--- config.mk ---
export PLATFORM = sky130hd
export DESIGN_NAME = conv2d_loop_sequencer
export DESIGN_NICKNAME = d
export VERILOG_FILES = /design/src/rtl/conv2d_loop_sequencer.sv
export SDC_FILE = /design/constraint.sdc
export NUM_CORES = 1
export LEC_CHECK = 0
export ABC_CLOCK_PERIOD_IN_PS = 7500
export CELL_PAD_IN_SITES_DETAIL_PLACEMENT = 1
export CELL_PAD_IN_SITES_GLOBAL_PLACEMENT = 2
export CORE_ASPECT_RATIO = 0.9
export CORE_MARGIN = 1
export CORE_UTILIZATION = 30
export DETAILED_ROUTE_END_ITERATION = 10
export MAX_ROUTING_LAYER = met4
export PLACE_DENSITY_LB_ADDON = 0.1
export SYNTH_ARGS = -nofsm -noshare
export SYNTH_HDL_FRONTEND = slang
export SYNTH_SLANG_ARGS = --single-unit
--- constraint.sdc ---
create_clock -name clk -period 7.5 [get_ports clk]
set_input_delay 2.25 -clock clk [delete_from_list [all_inputs] [get_ports clk]]
set_output_delay 2.25 -clock clk [all_outputs]
set_load 0.05 [all_outputs]
--- src/rtl/conv2d_loop_sequencer.sv ---
// Loop-nest sequencer for a stride-1 2D convolution: walks oc/oy/ox/ic/ky/kx
// and presents one MAC beat per cycle with input, weight and output addresses.
module conv2d_loop_sequencer #(
    parameter int IMG  = 6,
    parameter int KSZ  = 3,
    parameter int CIN  = 2,
    parameter int COUT = 2,
    parameter int AW   = 16
) (
    input  logic          clk,
    input  logic          rst_n,
    input  logic          start,
    input  logic          abort,
    output logic          busy,
    output logic          done,
    output logic          mac_valid,
    input  logic          mac_ready,
    output logic          mac_first,
    output logic          mac_last,
    output logic [AW-1:0] in_addr,
    output logic [AW-1:0] w_addr,
    output logic [AW-1:0] out_addr,
    output logic [AW-1:0] out_count
);
    localparam int OW    = IMG - KSZ + 1;
    localparam int NLOOP = 6;
    localparam int MAXD  = (IMG > CIN) ? ((IMG > COUT) ? IMG : COUT)
                                       : ((CIN > COUT) ? CIN : COUT);
    localparam int CW    = $clog2(MAXD + 1);
    // Loop limits, innermost first: kx, ky, ic, ox, oy, oc
    localparam int LIM [NLOOP] = '{KSZ, KSZ, CIN, OW, OW, COUT};

    typedef enum logic [1:0] {IDLE, RUN, DONE} state_t;

    state_t              state_reg, state_next;
    logic [AW-1:0]       out_count_reg;
    logic [NLOOP*CW-1:0] cnt_flat;
    logic [NLOOP-1:0]    at_max;
    logic [NLOOP:0]      carry;
    logic                run, beat_fire, cnt_clear, final_beat;
    logic [CW-1:0]       kx, ky, ic, ox, oy, oc;

    assign run        = (state_reg == RUN);
    assign beat_fire  = run && mac_ready;
    assign cnt_clear  = ((state_reg == IDLE) && start) || (run && abort);
    assign carry[0]   = beat_fire;
    assign final_beat = carry[NLOOP];

    // Ripple-carry counter chain; a counter steps only when every inner one wraps
    generate
        for (genvar gi = 0; gi < NLOOP; gi++) begin : g_cnt
            logic [CW-1:0] cnt_reg;

            assign at_max[gi]              = (cnt_reg == CW'(LIM[gi] - 1));
            assign carry[gi+1]             = carry[gi] && at_max[gi];
            assign cnt_flat[gi*CW +: CW]   = cnt_reg;

            always_ff @(posedge clk) begin
                if (!rst_n || cnt_clear) begin
                    cnt_reg <= '0;
                end else if (carry[gi]) begin
                    cnt_reg <= at_max[gi] ? '0 : cnt_reg + CW'(1);
                end
            end
        end
    endgenerate

    assign kx = cnt_flat[0*CW +: CW];
    assign ky = cnt_flat[1*CW +: CW];
    assign ic = cnt_flat[2*CW +: CW];
    assign ox = cnt_flat[3*CW +: CW];
    assign oy = cnt_flat[4*CW +: CW];
    assign oc = cnt_flat[5*CW +: CW];

    always_ff @(posedge clk) begin
        if (!rst_n) begin
            state_reg <= IDLE;
        end else begin
            state_reg <= state_next;
        end
    end

    // Abort wins over a coincident final beat, so no done pulse follows it
    always_comb begin
        state_next = state_reg;
        case (state_reg)
            IDLE:    if (start) state_next = RUN;
            RUN: begin
                if (abort)           state_next = IDLE;
                else if (final_beat) state_next = DONE;
            end
            DONE:    state_next = IDLE;
            default: state_next = IDLE;
        endcase
    end

    always_ff @(posedge clk) begin
        if (!rst_n) begin
            out_count_reg <= '0;
        end else if ((state_reg == IDLE) && start) begin
            out_count_reg <= '0;
        end else if (beat_fire && mac_last) begin
            out_count_reg <= out_count_reg + AW'(1);
        end
    end

    assign busy      = run;
    assign done      = (state_reg == DONE);
    assign mac_valid = run;
    assign mac_first = run && (ic == '0) && (ky == '0) && (kx == '0);
    assign mac_last  = run && at_max[2] && at_max[1] && at_max[0];
    assign out_count = out_count_reg;

    // Counters idle at zero, so the addresses read 0 outside RUN
    assign in_addr  = AW'(ic) * AW'(IMG * IMG)
                    + (AW'(oy) + AW'(ky)) * AW'(IMG)
                    + AW'(ox) + AW'(kx);
    assign w_addr   = ((AW'(oc) * AW'(CIN) + AW'(ic)) * AW'(KSZ) + AW'(ky)) * AW'(KSZ)
                    + AW'(kx);
    assign out_addr = AW'(oc) * AW'(OW * OW) + AW'(oy) * AW'(OW) + AW'(ox);
endmodule

==> After elaboration in Yosys (flattened, before gate mapping) <==
Cells that the tools add are included.
{ "totals": {"reg_bits": 36, "latch_bits": 0, "mem_bits_rw": 0, "mem_bits_ro": 0, "inputBits": 5, "output_inout_bits": 69, "wordCells": 74, "memories": 0} }
{ "classes": {"addsub": 16, "mul": 4, "div": 0, "order_cmp": 0, "eq_ne": 10, "shifts": 0, "n_mux": 10, "bitwise": 1, "reduce_logical": 25} }
{ "ops": {"columns": ["operator", "count"], "rows": [
  ["10-bit by 3-bit adder with 11-bit output", 2],
  ["3-bit by 1-bit adder with 3-bit output (second input constant)", 6],
  ["3-bit 2-to-1 mux", 6],
  ["16-bit by 1-bit adder with 16-bit output (second input constant)", 1],
  ["1-bit logical AND", 16],
  ["11-bit by 3-bit adder with 12-bit output", 1],
  ["3-bit by 2-bit equality test with 1-bit output (second input constant)", 4],
  ["9-bit by 7-bit adder with 10-bit output", 1],
  ["8-bit by 2-bit multiplier with 10-bit output (second input constant)", 1],
  ["8-bit by 3-bit adder with 9-bit output", 1],
  ["3-bit zero test", 3],
  ["7-bit by 3-bit adder with 8-bit output", 1],
  ["7-bit by 5-bit adder with 8-bit output", 1],
  ["3-bit by 4-bit multiplier with 7-bit output (second input constant)", 1],
  ["5-bit by 2-bit multiplier with 7-bit output (second input constant)", 1],
  ["3-bit by 1-bit equality test with 1-bit output (second input constant)", 2],
  ["4-bit by 2-bit multiplier with 6-bit output (second input constant)", 1],
  ["2-bit 2-to-1 mux", 3],
  ["4-bit by 3-bit adder with 5-bit output", 1],
  ["3-bit by 3-bit adder with 4-bit output", 1],
  ["2-bit one-hot mux with 2 select lines", 1],
  ["3-bit by 2-bit != test with 1-bit output (second input constant)", 1],
  ["2-bit by 1-bit equality test with 1-bit output (second input constant)", 1],
  ["2-bit equality test (second input constant)", 1],
  ["7 further kinds", 8]
]} }

==> Logic depth before layout (Yosys ltp) <==
{ "logic_depth": {"ltp_word": 11, "depth_mapped": 17, "ltp_nobuf": 17} }

==> Least setup slack after synthesis <==
Ideal clock, no wire load.
{ "synth_path": {"path_kind": "reg-to-output", "startpoint": "register g_cnt[2].cnt_reg[1]", "endpoint": "output w_addr[8]", "arrival_time_ns": 4.455, "required_time_ns": 5.250, "path_slack_ns": 0.795, "stages_incl_launch_ff": 12, "path_buffers": 0, "cell_sequence": "dfxtp_1 ha_1 fa_1 fa_1 fa_1 fa_1 ha_1 a21o_1 a21oi_1 o21bai_1 a21oi_1 a21boi_0"} }
{ "synth_via": {"elab_chain_len": 5} }
{ "synth_rtl": {"columns": ["item", "line", "source"], "rows": [
  ["start: declaration", "52", "logic [CW-1:0] cnt_reg;"],
  ["start signal: assignment", "62", "cnt_reg <= at_max[gi] ? '0 : cnt_reg + CW'(1);"],
  ["4-bit by 3-bit adder with 5-bit output", "118", "assign w_addr = ((AW'(oc) * AW'(CIN) + AW'(ic)) * AW'(KSZ) + AW'(ky)) * AW'(KSZ)"],
  ["5-bit by 2-bit multiplier with 7-bit output", "118", null],
  ["7-bit by 3-bit adder with 8-bit output", "118", null],
  ["8-bit by 2-bit multiplier with 10-bit output", "118", null],
  ["10-bit by 3-bit adder with 11-bit output", "119", "+ AW'(kx);"],
  ["end: declaration", "21", "output logic [AW-1:0] w_addr,"]
]} }
No other way between the ends.

==> Worst setup path in the final report <==
Same ends and word-level chain as after synthesis.

==> results.py <==
metrics = {
    "synthesis": {
        "netlist_instances": 375,
        "syn_avg_cell_area_um2": 8.725,
        "synth_top_area_share_pct": 22.03,
        "ys_types": 47,
        "postSynth.asyncResetShare_pct": 0,
        "yosys-top-cells-area": "dfxtp_1, ha_1, fa_1",
        "post-synth-top-area-cell": "dfxtp_1",
        "synth_edf_count": 0,
        "ys_seq_area_share_pct": 22.03,
        "ys_warn_count": 0,
        "synthesis.area_um2": 3272,
        "yosys_most_used_dff": "dfxtp_1",
        "synth-seq-cells": 36,
    },
    "sta": {
        "finalSetupViolCount": 0,
        "max_slew_margin_pct": 56.70,
        "final-hold-violation-count": 0,
        "worst_slew_pin_slew_ns": 0.6495,
        "report.final.slew_viol_count": 0,
        "setup_tns_ns": 0,
        "rsz0062_at_grt": "false",
        "skew_ns": 0.004770,
        "period_share_pct": 95.84,
        "fmax_mhz": 139.1,
        "worst_slack_ns": 0.3119,
        "period_minus_slack_ns": 7.188,
    },
    "routing": {
        "viasPerCell": 4.656,
        "wl_met2_um": 3097,
        "wl_per_cell_um": 13.46,
        "via_count": 2570,
        "top_layer_used": "met4",
        "drt_iter0_drc": 66,
        "wirelength_um": 7429,
        "first_pass_iters": 7,
        "drc_errors": 6,
        "routed-wl-met3_um": 252,
        "met1Wirelength_um": 4037,
        "ant_nets": 0,
    },
    "finish": {
        "drive_above_1_share_pct": 4.019,
        "area_delta_synth_final_pct": 23.06,
        "diodes": 0,
        "layout_common_cells": "ha_1, clkdlybuf4s50_1, inv_1, dfxtp_1, nor2_1",
        "nets": 487,
        "fill_cells": 1220,
        "fin_util_pct": 38.63,
        "largest_reg_flops": 18,
    },
    "global_routing": {
        "grt_pass1_vias": 2503,
        "grt.total_usage_pct": 14.36,
        "overflow": 0,
        "grt_max_degree": 21,
        "grt_pass1_wl_um": 12620,
        "antenna_found_initial": 0,
    },
    "cts": {
        "path_clk_slew_ns": 0.06,
        "clkSinkCount": 36,
        "post_cts_buffers": 0,
        "cts_max_path_buffers": 2,
        "cts_root_buf": "clkbuf_16",
        "cts_buffers": 5,
        "cts_tree": "yes",
        "ctsHtreeMaxLevel": 2,
        "insertion_delay_ns": 0.28,
    },
    "power": {
        "fin_total_pwr_uw": 542.2,
        "peakVddDrop_mv": 0.08461,
        "powerDensity_nw_per_um2": 134.7,
        "leakage_uw": 0.001899,
    },
    "floorplan": {
        "dieArea_um2": 11330,
        "fp.dieW_um": 112.1,
        "core_um2": 10420,
        "rows": 35,
        "start_util_pct": 31.39,
        "die_y_um": 101.1,
        "pin_count": 74,
    },
    "worst_setup_path": {
        "critPathCaptureType": "output pin",
        "cp_data_arrival_time_ns": 4.94,
        "r2r_start": "g_cnt[2].cnt_reg[2]$_SDFFE_PP0P_",
        "rr_worst_depth": 6,
        "path_max_fanout": 8,
        "worst_setup_path_start_kind": "flop",
        "critPathKind": "flop to output pin",
        "cp.required_ns": 5.25,
        "critPathLaunch": "g_cnt[2].cnt_reg[1]$_SDFFE_PP0P_",
    },
    "place": {
        "dp_slack_ns": 0.3892,
        "place_hpwl_um": 6038,
        "routabilityCongestion": 0.7473,
        "port_buffers": 52,
    },
    "status": {
        "status": "finished, violations left",
        "violations": "design-rule violations",
    },
    "worst_hold_path": {
        "hold_path_startpoint": "out_count[15]$_SDFFE_PP0P_",
        "hold_depth": 2,
        "hold_class": "flop to flop",
    },
    "run": {
        "cap_violations": 0,
    },
}
final cells by class:
class	count	area, um^2	share of cell area (%)
Multi-Input combinational cell	289	2258	56.09
Sequential cell	36	720.7	17.90
Timing Repair Buffer	54	535.5	13.30
Tap cell	129	161.4	4.009
Inverter	36	135.1	3.356
Clock buffer	5	125.1	3.108
Clock inverter	3	90.09	2.237
what timing repair did:
| item | 4_1_cts | 5_1_grt |
|---|---|---|
| hold buffers | 0 | 0 |
| resized for setup | 0 | 2 |
| setup endpoints to repair | 0 | 2 |
metal layers:
layer  track usage (%)  vias to the layer above
li1                  -                     1329
met1             20.68                     1191
met2             21.12                       46
met3             2.465                        4
met4             2.462                        0
met5                 -                        -
power breakdown:
group          switching [uW]  leakage [uW]  internal [uW]
registers               0.888      0.000290            192
clock network            82.5      0.000104            224
logic                    36.4       0.00150           6.34
Yosys cell counts (all sizes together) (2+ instances only):
library cell,instances
ha,48
dfxtp,36
inv,36
buf,29
nor2,29
a21oi,25
xor2,20
xnor2,19
nand2,16
fa,12
nand4,10
o21ai,10
a21o,8
nand3,8
nor2b,7
nor3,7
and4,5
clkbuf,5
or3,5
and2,4
and3,4
nand2b,3
nor3b,3
o21bai,3
a211oi,2
a21boi,2
a311oi,2
a31oi,2
mux2i,2
nor4,2
o31ai,2
worst max-delay path: stages, from the launching register on:
cell             delay [ns]
dfxtp_1                0.49
ha_1                   0.24
fa_1                   0.46
fa_1                   0.53
fa_1                   0.60
fa_1                   0.45
ha_1                   0.30
a21o_1                 0.15
a21oi_1                0.25
o21bai_1               0.10
a21oi_1                0.23
a21boi_0               0.12
clkdlybuf4s50_1        0.73
cells by family (layout without fill, tap and decap cells):
group / count (synthesis) / count (layout) / share of synthesized area (%)
flops: 36 / 36 / 22.03
xor+xnor: 39 / 39 / 10.44
other cells: 1 / 21 / 0.1146
mux: 3 / 3 / 0.9560
buf+inv: 70 / 98 / 11.24
fa+ha+maj: 61 / 61 / 26.00
compound gates: 58 / 58 / 10.78
simple gates: 107 / 107 / 18.43
per-stage QoR:
stage / hold WS, ns / std cells / instance area, um^2
6_report: 0.4860 / 552 / 4026
5_1_grt: 0.5302 / 552 / 4026
4_1_cts: 0.4978 / 552 / 4021
3_5_place_dp: 0.4884 / 544 / 3806
3_3_place_gp: 0.4683 / 544 / 3806
2_1_floorplan: 0.4437 / 395 / 3347
final timing paths:
check | to | slack [ns]
worst min-delay path | out_count[15]$_SDFFE_PP0P_ | 0.49
worst max register to register | out_count[15]$_SDFFE_PP0P_ | 5.25
worst min register to register | out_count[15]$_SDFFE_PP0P_ | 0.49
worst max-delay path | w_addr[8] | 0.31
No activity file was read; power rests on OpenSTA's default activity.
